--- config.mk ---
export PLATFORM = sky130hd
export DESIGN_NAME = injetor_erros_seq_flat
export DESIGN_NICKNAME = d
export VERILOG_FILES = /design/src/rtl/injetor_erros_seq_if.sv /design/src/rtl/injetor_erros_seq.sv /design/src/flat_wrapper.sv
export SDC_FILE = /design/constraint.sdc
export NUM_CORES = 1
export LEC_CHECK = 0
export CORE_ASPECT_RATIO = 1.4
export CORE_MARGIN = 10
export CORE_UTILIZATION = 45
export DETAILED_ROUTE_END_ITERATION = 10
export DONT_BUFFER_PORTS = 1
export PLACE_DENSITY_LB_ADDON = 0.1
export SLEW_MARGIN = 20
export SYNTH_ARGS = -nofsm -noshare
export SYNTH_HDL_FRONTEND = slang
export SYNTH_SLANG_ARGS = --single-unit
--- constraint.sdc ---
create_clock -name clk -period 3 [get_ports clk]
set_input_delay 0.6 -clock clk [delete_from_list [all_inputs] [get_ports clk]]
set_output_delay 0.6 -clock clk [all_outputs]
set_load 0.1 [all_outputs]
--- src/rtl/injetor_erros_seq_if.sv ---
// Codeword stream into and out of the error injector.
// The master drives the upstream word and the downstream ready; the slave is the injector.
interface injetor_erros_seq_if #(parameter int W = 15);
   logic         entrada_valida;
   logic [W-1:0] entrada;
   logic         entrada_pronta;
   logic         saida_valida;
   logic [W-1:0] saida;
   logic         saida_pronta;

   modport master (
      output entrada_valida, entrada, saida_pronta,
      input  entrada_pronta, saida_valida, saida
   );

   modport slave (
      input  entrada_valida, entrada, saida_pronta,
      output entrada_pronta, saida_valida, saida
   );
endinterface

--- src/rtl/injetor_erros_seq.sv ---
// Pipelined bit-error injector (one output register) with period-gated off/single/double/burst masks.
// Define INJETOR_LFSR_EN to draw the single-bit position from a 16-bit LFSR instead of n.

// Decides whether codeword bit POS is flipped for the sampled mode and positions.
module injetor_erros_bit #(
   parameter int IDXW = 4,
   parameter int POS  = 0
) (
   input  logic [1:0]    modo,
   input  logic [IDXW:0] p1,
   input  logic [IDXW:0] p2,
   input  logic [IDXW:0] ini,
   input  logic [IDXW:0] fim,
   output logic          flip
);
   localparam logic [IDXW:0] PV = (IDXW+1)'(POS);

   always_comb begin
      flip = 1'b0;
      case (modo)
         2'd1:    flip = (PV == p1);
         2'd2:    flip = (PV == p1) || (PV == p2);
         2'd3:    flip = (PV >= ini) && (PV < fim);
         default: flip = 1'b0;
      endcase
   end
endmodule

module injetor_erros_seq #(
   parameter int W    = 15,
   parameter int IDXW = 4,
   parameter int PW   = 8,
   parameter int CW   = 16
) (
   input  logic               clk,
   input  logic               rst,
   injetor_erros_seq_if.slave bus,
   input  logic               erro,
   input  logic [1:0]         modo,
   input  logic [IDXW-1:0]    n,
   input  logic [IDXW-1:0]    n2,
   input  logic [IDXW-1:0]    rajada_len,
   input  logic [PW-1:0]      periodo,
   output logic               erro_injetado,
   output logic [CW-1:0]      contagem_erros
);
   logic            saida_valida_r;
   logic [W-1:0]    saida_r;
   logic [PW-1:0]   pc;
   logic [PW-1:0]   per_m1;
   logic            slot;
   logic            aceita;
   logic [IDXW:0]   p1, p2, ini, fim;
   logic [IDXW-1:0] len;
   logic [W-1:0]    flips;
   logic [W-1:0]    mask;

   assign bus.entrada_pronta = !saida_valida_r || bus.saida_pronta;
   assign bus.saida_valida   = saida_valida_r;
   assign bus.saida          = saida_r;
   assign aceita             = bus.entrada_valida && bus.entrada_pronta;

   // A slot fires once pc reaches periodo-1; ">=" makes a shrunken period take effect at once.
   assign per_m1 = (periodo == '0) ? '0 : periodo - 1'b1;
   assign slot   = (pc >= per_m1);

   assign len = (rajada_len == '0) ? IDXW'(1) : rajada_len;
   assign ini = {1'b0, n};
   assign fim = ini + {1'b0, len};
   assign p2  = {1'b0, n2};

`ifdef INJETOR_LFSR_EN
   localparam logic [IDXW:0] WX = (IDXW+1)'(W);
   logic [15:0]   lfsr;
   logic [IDXW:0] pe;

   assign pe = {1'b0, lfsr[IDXW-1:0]};
   assign p1 = (pe >= WX) ? pe - WX : pe;

   always_ff @(posedge clk or posedge rst) begin
      if (rst)
         lfsr <= 16'hACE1;
      else if (aceita)
         lfsr <= {lfsr[14:0], lfsr[15] ^ lfsr[13] ^ lfsr[12] ^ lfsr[10]};
   end
`else
   assign p1 = {1'b0, n};
`endif

   // Only lanes 0..W-1 exist, so positions >= W and burst overrun drop out naturally.
   for (genvar i = 0; i < W; i++) begin : g_bit
      injetor_erros_bit #(.IDXW(IDXW), .POS(i)) u_bit (
         .modo (modo),
         .p1   (p1),
         .p2   (p2),
         .ini  (ini),
         .fim  (fim),
         .flip (flips[i])
      );
   end

   assign mask = (erro && slot) ? flips : '0;

   always_ff @(posedge clk or posedge rst) begin
      if (rst) begin
         saida_valida_r <= 1'b0;
         saida_r        <= '0;
         erro_injetado  <= 1'b0;
         contagem_erros <= '0;
         pc             <= '0;
      end else if (aceita) begin
         saida_valida_r <= 1'b1;
         saida_r        <= bus.entrada ^ mask;
         erro_injetado  <= (mask != '0);
         if (erro)
            pc <= slot ? '0 : pc + 1'b1;
         if ((mask != '0) && (contagem_erros != '1))
            contagem_erros <= contagem_erros + 1'b1;
      end else if (bus.saida_pronta) begin
         saida_valida_r <= 1'b0;
         erro_injetado  <= 1'b0;
      end
   end
endmodule

--- src/flat_wrapper.sv ---
// flat-port wrapper written by rule: the top's interface ports become plain ports
module injetor_erros_seq_flat 
#(
   parameter int W    = 15,
   parameter int IDXW = 4,
   parameter int PW   = 8,
   parameter int CW   = 16
)
  (clk, rst, erro, modo, n, n2, rajada_len, periodo, erro_injetado, contagem_erros, bus_entrada_valida, bus_entrada, bus_saida_pronta, bus_entrada_pronta, bus_saida_valida, bus_saida);
  injetor_erros_seq_if #(.W(W)) bus_i ();
  input  logic clk;
  input  logic rst;
  input  logic erro;
  input  logic [1:0] modo;
  input  logic [IDXW-1:0] n;
  input  logic [IDXW-1:0] n2;
  input  logic [IDXW-1:0] rajada_len;
  input  logic [PW-1:0] periodo;
  output logic erro_injetado;
  output logic [CW-1:0] contagem_erros;
  input wire logic [$bits(bus_i.entrada_valida)-1:0] bus_entrada_valida;
  input wire logic [$bits(bus_i.entrada)-1:0] bus_entrada;
  input wire logic [$bits(bus_i.saida_pronta)-1:0] bus_saida_pronta;
  output wire logic [$bits(bus_i.entrada_pronta)-1:0] bus_entrada_pronta;
  output wire logic [$bits(bus_i.saida_valida)-1:0] bus_saida_valida;
  output wire logic [$bits(bus_i.saida)-1:0] bus_saida;
  assign bus_i.entrada_valida = bus_entrada_valida;
  assign bus_i.entrada = bus_entrada;
  assign bus_i.saida_pronta = bus_saida_pronta;
  assign bus_entrada_pronta = bus_i.entrada_pronta;
  assign bus_saida_valida = bus_i.saida_valida;
  assign bus_saida = bus_i.saida;
  injetor_erros_seq #(.W(W), .IDXW(IDXW), .PW(PW), .CW(CW)) u_core (.clk(clk), .rst(rst), .bus(bus_i), .erro(erro), .modo(modo), .n(n), .n2(n2), .rajada_len(rajada_len), .periodo(periodo), .erro_injetado(erro_injetado), .contagem_erros(contagem_erros));
endmodule
* Yosys cells after proc, flatten, opt, wreduce, memory -nomap -nowiden
Index checks and enable logic that the tools add are counted.
** Operators by class
- Bitwise gates (word level) :: 1
- Reductions and logical operators :: 43
- Order comparisons :: 31
- Equal/unequal tests :: 32
- $add $sub $neg :: 4
- Multiplexer cells :: 22
** Operators with widths (count)
- equality test 4 bit, first input constant :: 14
- case mux 1 bit (3 select lines) :: 15
- less-than comparator 4 x 5 -> 1 bit, first input constant :: 7
- equality test 3 x 4 -> 1 bit, first input constant :: 8
- greater-or-equal comparator 4 bit, first input constant :: 7
- less-than comparator 3 x 5 -> 1 bit, first input constant :: 4
- logical AND 1 bit :: 18
- adder 16 x 1 -> 16 bit, second input constant :: 1
- equality test 2 x 4 -> 1 bit, first input constant :: 4
- greater-or-equal comparator 3 x 4 -> 1 bit, first input constant :: 4
- logical OR 1 bit :: 16
- two-way mux 8 bit :: 2
- inequality test 16 bit, second input constant :: 1
- two-way mux 15 bit :: 1
- nonzero test 15 bit :: 1
- XOR 15 bit :: 1
- zero test 5 bit :: 2
- less-than comparator 1 x 5 -> 1 bit, first input constant :: 2
- less-than comparator 2 x 5 -> 1 bit, first input constant :: 2
- adder 8 x 1 -> 8 bit, second input constant :: 1
- equality test 1 x 4 -> 1 bit, first input constant :: 2
- greater-or-equal comparator 1 x 4 -> 1 bit, first input constant :: 2
- greater-or-equal comparator 2 x 4 -> 1 bit, first input constant :: 2
- greater-or-equal comparator 8 bit :: 1
- 11 further kinds :: 15
** Word-level totals
- Register bits after elaboration :: 41
- Output and inout bits :: 34

* Depth between registers and ports, before layout
Gate-level depths: netlist (run 1).
- Depth in word-level cells :: 10
- Mapped depth :: 17

* By module
From an unflattened synthesis (run 1), not the netlist that was laid out.
** Second synthesis, totals
- Cell total of the unflattened synthesis :: 466
- Area, all modules :: 3797.4 um^2
** Modules (own cells, without submodules)
- injetor_erros_seq :: cells an instance 305, area each 2626.3 um^2, times used 1, seq. area each 1026.0 um^2
- injetor_erros_bit (u_core.g_bit[11].u_bit ...) :: cells an instance 9, area each 67.6 um^2, times used 2, seq. area each 0.0 um^2
- injetor_erros_bit (u_core.g_bit[8].u_bit) :: cells an instance 12, area each 106.4 um^2, times used 1, seq. area each 0.0 um^2
- injetor_erros_bit (u_core.g_bit[10].u_bit) :: cells an instance 12, area each 91.3 um^2, times used 1, seq. area each 0.0 um^2
- injetor_erros_bit (u_core.g_bit[9].u_bit) :: cells an instance 12, area each 87.6 um^2, times used 1, seq. area each 0.0 um^2
- injetor_erros_bit (u_core.g_bit[6].u_bit) :: cells an instance 12, area each 81.3 um^2, times used 1, seq. area each 0.0 um^2
- injetor_erros_bit (u_core.g_bit[12].u_bit) :: cells an instance 10, area each 80.1 um^2, times used 1, seq. area each 0.0 um^2
- injetor_erros_bit (u_core.g_bit[14].u_bit) :: cells an instance 11, area each 80.1 um^2, times used 1, seq. area each 0.0 um^2
- injetor_erros_bit (u_core.g_bit[4].u_bit) :: cells an instance 12, area each 80.1 um^2, times used 1, seq. area each 0.0 um^2
- injetor_erros_bit (u_core.g_bit[2].u_bit) :: cells an instance 12, area each 76.3 um^2, times used 1, seq. area each 0.0 um^2
- injetor_erros_bit (u_core.g_bit[5].u_bit) :: cells an instance 10, area each 76.3 um^2, times used 1, seq. area each 0.0 um^2
- injetor_erros_bit (u_core.g_bit[13].u_bit) :: cells an instance 9, area each 73.8 um^2, times used 1, seq. area each 0.0 um^2
- injetor_erros_bit (u_core.g_bit[0].u_bit) :: cells an instance 13, area each 71.3 um^2, times used 1, seq. area each 0.0 um^2
- injetor_erros_bit (u_core.g_bit[1].u_bit) :: cells an instance 10, area each 66.3 um^2, times used 1, seq. area each 0.0 um^2
- injetor_erros_bit (u_core.g_bit[7].u_bit) :: cells an instance 8, area each 65.1 um^2, times used 1, seq. area each 0.0 um^2

* Least setup slack after synthesis (run 1)
Ideal clock, no wire load.
- Path type :: input -> register
- Start :: input rajada_len[1]
- End :: register u_core.contagem_erros[1]
- Path buffers :: 0
- Arrival :: 3826 ps
- Setup slack :: -954 ps
- Stages on the path :: 13
- Library setup time :: 129 ps
- Data required time :: 2871 ps
- Path through :: nor3_1 or2_2 ha_1 fa_1 nor4b_1 nand3_1 a22o_1 a222oi_1 a31oi_1 or3b_4 nor3_4 or3_1 mux2_1
** Between the ends
- Word-level cells in the longest chain between the ends :: 10
- Elaborated cells on any way between the ends :: 52
- Classes of those cells :: 1 x add/sub; 15 x order compare; 17 x mux; 19 x reduce/logical
** Ends and longest elaborated chain
- start: declaration :: RTL line flat_wrapper.sv:17 : input logic [IDXW-1:0] rajada_len;
- zero test 4 bit :: RTL line injetor_erros_seq.sv:67 : assign len = (rajada_len == '0) ? IDXW'(1) : rajada_len;
- two-way mux 4 bit * :: RTL line injetor_erros_seq.sv:67
- adder 4 x 4 -> 5 bit * :: RTL line injetor_erros_seq.sv:69 : assign fim = ini + {1'b0, len};
- less-than comparator 1 x 5 -> 1 bit (tied with other cells) :: RTL line injetor_erros_seq.sv:23 : 2'd3: flip = (PV >= ini) && (PV < fim);
- logical AND 1 bit :: RTL line injetor_erros_seq.sv:23
- case mux 1 bit (3 select lines) :: RTL line injetor_erros_seq.sv:20 : case (modo)
- two-way mux 15 bit * :: RTL line injetor_erros_seq.sv:102 : assign mask = (erro && slot) ? flips : '0;
- nonzero test 15 bit * :: RTL line injetor_erros_seq.sv:117 : if ((mask != '0) && (contagem_erros != '1))
- logical AND 1 bit * :: RTL line injetor_erros_seq.sv:117
- AND reduction 2 bit (no source line) *
- end signal: assignment :: RTL line injetor_erros_seq.sv:118 : contagem_erros <= contagem_erros + 1'b1;
- end: declaration :: RTL line injetor_erros_seq.sv:45 : output logic [CW-1:0] contagem_erros
Every way passes the cells marked *; elsewhere a longest branch is shown, timed or not.
A chain may end at the register's enable or synchronous reset.

* Final worst setup path (run 1)
- Start :: input rajada_len[3]
- End :: register u_core.contagem_erros[1]
The elaborated chain is that of the path after synthesis.

==> results.cfg, run 1 <==
[placed_design]
portBuffers = 0
dp_hpwl_um = 8520
gp_congestion = 0.930
place_ws_ns = -1.03
dp_cells = 550

[timing]
hold_viol_final = 0
setup_viol = 17
worst_pin_slew_ns = 1.12
rsz0062_at_grt = true
period_share_pct = 119
skew_ns = 0.00598
finalMaxSlewViolations = 0
relSlewSlack_pct = 24.5
max_freq_mhz = 281
fin_ws_ns = -0.561
finalCriticalPeriod_ns = 3.56

[critical_path]
reg2reg_depth = 11
critical_path_required_ns = 3.18
r2r-start = u_core.pc[7]
crit_path_end_kind = flop
worstSetupPathType = in -> reg
crit_path_start_kind = input port
r2r_slack_ns = 0.24
r2r_end = u_core.contagem_erros[1]
crit_path_max_fanout = 6
cp.arrival_ns = 3.74

[worst_hold_path]
hold_path_class = in -> async

[synthesis]
synthDistinctLibCells = 62
postSynthCellCount = 397
syn_nets = 455
ys_seq_area_share_pct = 31.5
ys.flop_type = dfrtp_1
synth-seq-cells = 41
async_flop_share_pct = 100
synth_edf_count = 0
yosys.area_share.simple_pct = 28.8
yosys_warnings = 0
synthesis.area_mm2 = 0.00326
syn_avg_cell_area_um2 = 8.21
yosys.area_share.adder_pct = 6.68
synth_compound_area_share_pct = 18.4
synth_top_family_by_area = simple AND/OR/NAND/NOR gates
synth_xor_area_share_pct = 9.95
synthMuxAreaShare_pct = 1.31

[clock_tree]
tritoncts = yes
numClockSinks = 41
cts_buffers = 5
clk_pin_slew_ns = 0.08
clock_latency_ns = 0.29
cts_root_buffer = clkbuf_8
htreeDepth = 2
cts_buffer_depth = 2

[floorplan]
num_rows = 36
die_area_mm2 = 0.0111
coreArea_mm2 = 0.00703
start_util_pct = 46.4
die_y_um = 121
io_pins = 76
dieWidth_um = 91.9

[layout]
stdcell_count = 567
final_layout_size_suffix_gt1_share_pct = 31.1
final_net_count = 529
syn2layout_area_growth_pct = 37.1
final.fill_count = 650
diodes = 0
final_cell_mix = buf_4 (80), nand2_1 (47), dfrtp_1 (41)
layout_commonest_cell = buf_4

[power]
ir_drop_v = 0.000334
power_density_mw_per_mm2 = 445
leakage_nw = 1.93

[grt]
grt_max_degree = 42
grt_pass1_vias = 3483
grt_util_all_layers_pct = 19.4
antenna_found_initial = 0
grt_pass1_wl_um = 17600
grt_overflow = 0

[detailed_routing]
ant_nets = 0
vias_per_cell = 5.80
wire_per_inst_um = 18.7
postRouteWirelength_um = 10600
vias = 3290
drt_iter0_markers = 146
drtPass1Iterations = 4
drcViolationCount = 0

[run_status]
violations = negative setup slack
status = finished, violations left

[flow_run]
maxCapViolCount = 0
where the power goes:
part           switching (W)  total [W]  internal (W)
sequential          0.000289   0.000903      0.000613
clock               0.000193   0.000464      0.000271
combinational       0.000356   0.000619      0.000263
how the worst max path moves through the flow:
stage | start | endpoint | slack, ns | cells after the start
final | rajada_len[3] | u_core.contagem_erros[1] | -0.56 | 15
after global routing | rajada_len[3] | u_core.contagem_erros[14] | -0.70 | 15
after CTS | rajada_len[3] | u_core.contagem_erros[9] | -0.52 | 17
after detailed placement | periodo[0] | u_core.contagem_erros[1] | -1.03 | 14
after global placement | periodo[0] | u_core.contagem_erros[1] | -0.91 | 14
after floorplan | rajada_len[3] | u_core.contagem_erros[1] | -0.64 | 13
cells in the mapped netlist, drive strengths merged, types with 4 or more instances:
| master | number | area share, % |
|---|---|---|
| inv | 10 | 1.2 |
| ha | 15 | 5.8 |
| xor2 | 21 | 5.6 |
| nor2 | 27 | 3.1 |
| dfrtp | 41 | 31 |
| nand2b | 9 | 1.7 |
| a21oi | 10 | 1.5 |
| or3 | 4 | 0.77 |
| xnor2 | 16 | 4.3 |
| and3 | 10 | 1.9 |
| nor4 | 11 | 2.1 |
| buf | 4 | 0.77 |
| a211oi | 5 | 1.3 |
| nor3 | 19 | 3.3 |
| nand2 | 48 | 5.5 |
| a21o | 5 | 1.2 |
| o21ai | 39 | 6.0 |
| nor2b | 12 | 2.3 |
| and2 | 10 | 1.9 |
| nand3 | 13 | 2.0 |
| clkbuf | 13 | 1.5 |
worst max-delay path: stages:
cell	delay (ns)
nor3_4	0.02
or2_4	0.23
ha_4	0.17
fa_2	0.37
nor4b_2	0.26
nand3_1	0.14
a22o_1	0.27
a222oi_1	0.30
buf_4	0.19
a31oi_4	0.07
or3b_4	0.42
nor3_4	0.12
buf_6	0.15
or3_4	0.13
mux2_4	0.29
stage by stage:
stage | hold WS [ns] | cell area, µm² | power (W) | utilization [%] | TNS [ns]
2_1_floorplan | 0.466 | 3420 | 0.00128 | - | -9.43
3_3_place_gp | 0.504 | 4030 | 0.00146 | 57.4 | -16.87
3_5_place_dp | 0.505 | 4030 | 0.00147 | 57.4 | -20.28
4_1_cts | 0.344 | 4350 | 0.00197 | 62.0 | -7.71
5_1_grt | 0.366 | 4470 | 0.00210 | 63.6 | -10.60
6_report | 0.319 | 4470 | 0.00199 | 63.6 | -7.94
cell type report:
type / count / area (µm²) / area share [%]
clock inverter: 1 / 30.0 / 0.672
sequential: 41 / 1030 / 23.0
inverter: 10 / 40.0 / 0.896
multi-input combinational: 329 / 2520 / 56.3
timing repair buffer: 84 / 649 / 14.5
clock buffer: 7 / 86.3 / 1.93
tap: 95 / 119 / 2.66
routing by layer:
metal | vias to the layer above | GRT usage, % | wire [µm]
li1 | 1582 | - | -
met1 | 1578 | 18.2 | 3660
met2 | 107 | 36.2 | 5690
met3 | 23 | 6.69 | 891
met4 | 0 | 9.19 | 375
met5 | - | 0 | 0
state kept, by name, indices dropped and copies added (netlist names):
name / flops
u_core.erro_injetado: 1
u_core.bus.saida_valida: 1
u_core.contagem_erros: 16
u_core.bus.saida: 15
u_core.pc: 8
logic make-up (layout without fill, tap and decap cells):
logic type               count (synthesis)  in the layout
AO/OA/AOI/OAI                           91             91
XOR/XNOR                                37             37
adder cells (fa/ha/maj)                 17             17
buffers and inverters                   27            102
flip-flops                              41             41
multiplexers                             4              4
AND/OR/NAND/NOR                        180            180
timing repair:
item,CTS,global route
gates resized for setup,25,23
pin swaps,13,12
hold buffers,0,0
buffers inserted,8,3
endpoints found under the setup margin,19,22
Power figures use the tool's default switching activity.
==> run 2: changes to the inputs <==
ABC_AREA = 0   (was not set)
CTS_CLUSTER_DIAMETER = 40   (was not set)
==> results of run 2 <==
No change in the layout: final DEF, timing and power equal those of run 1.
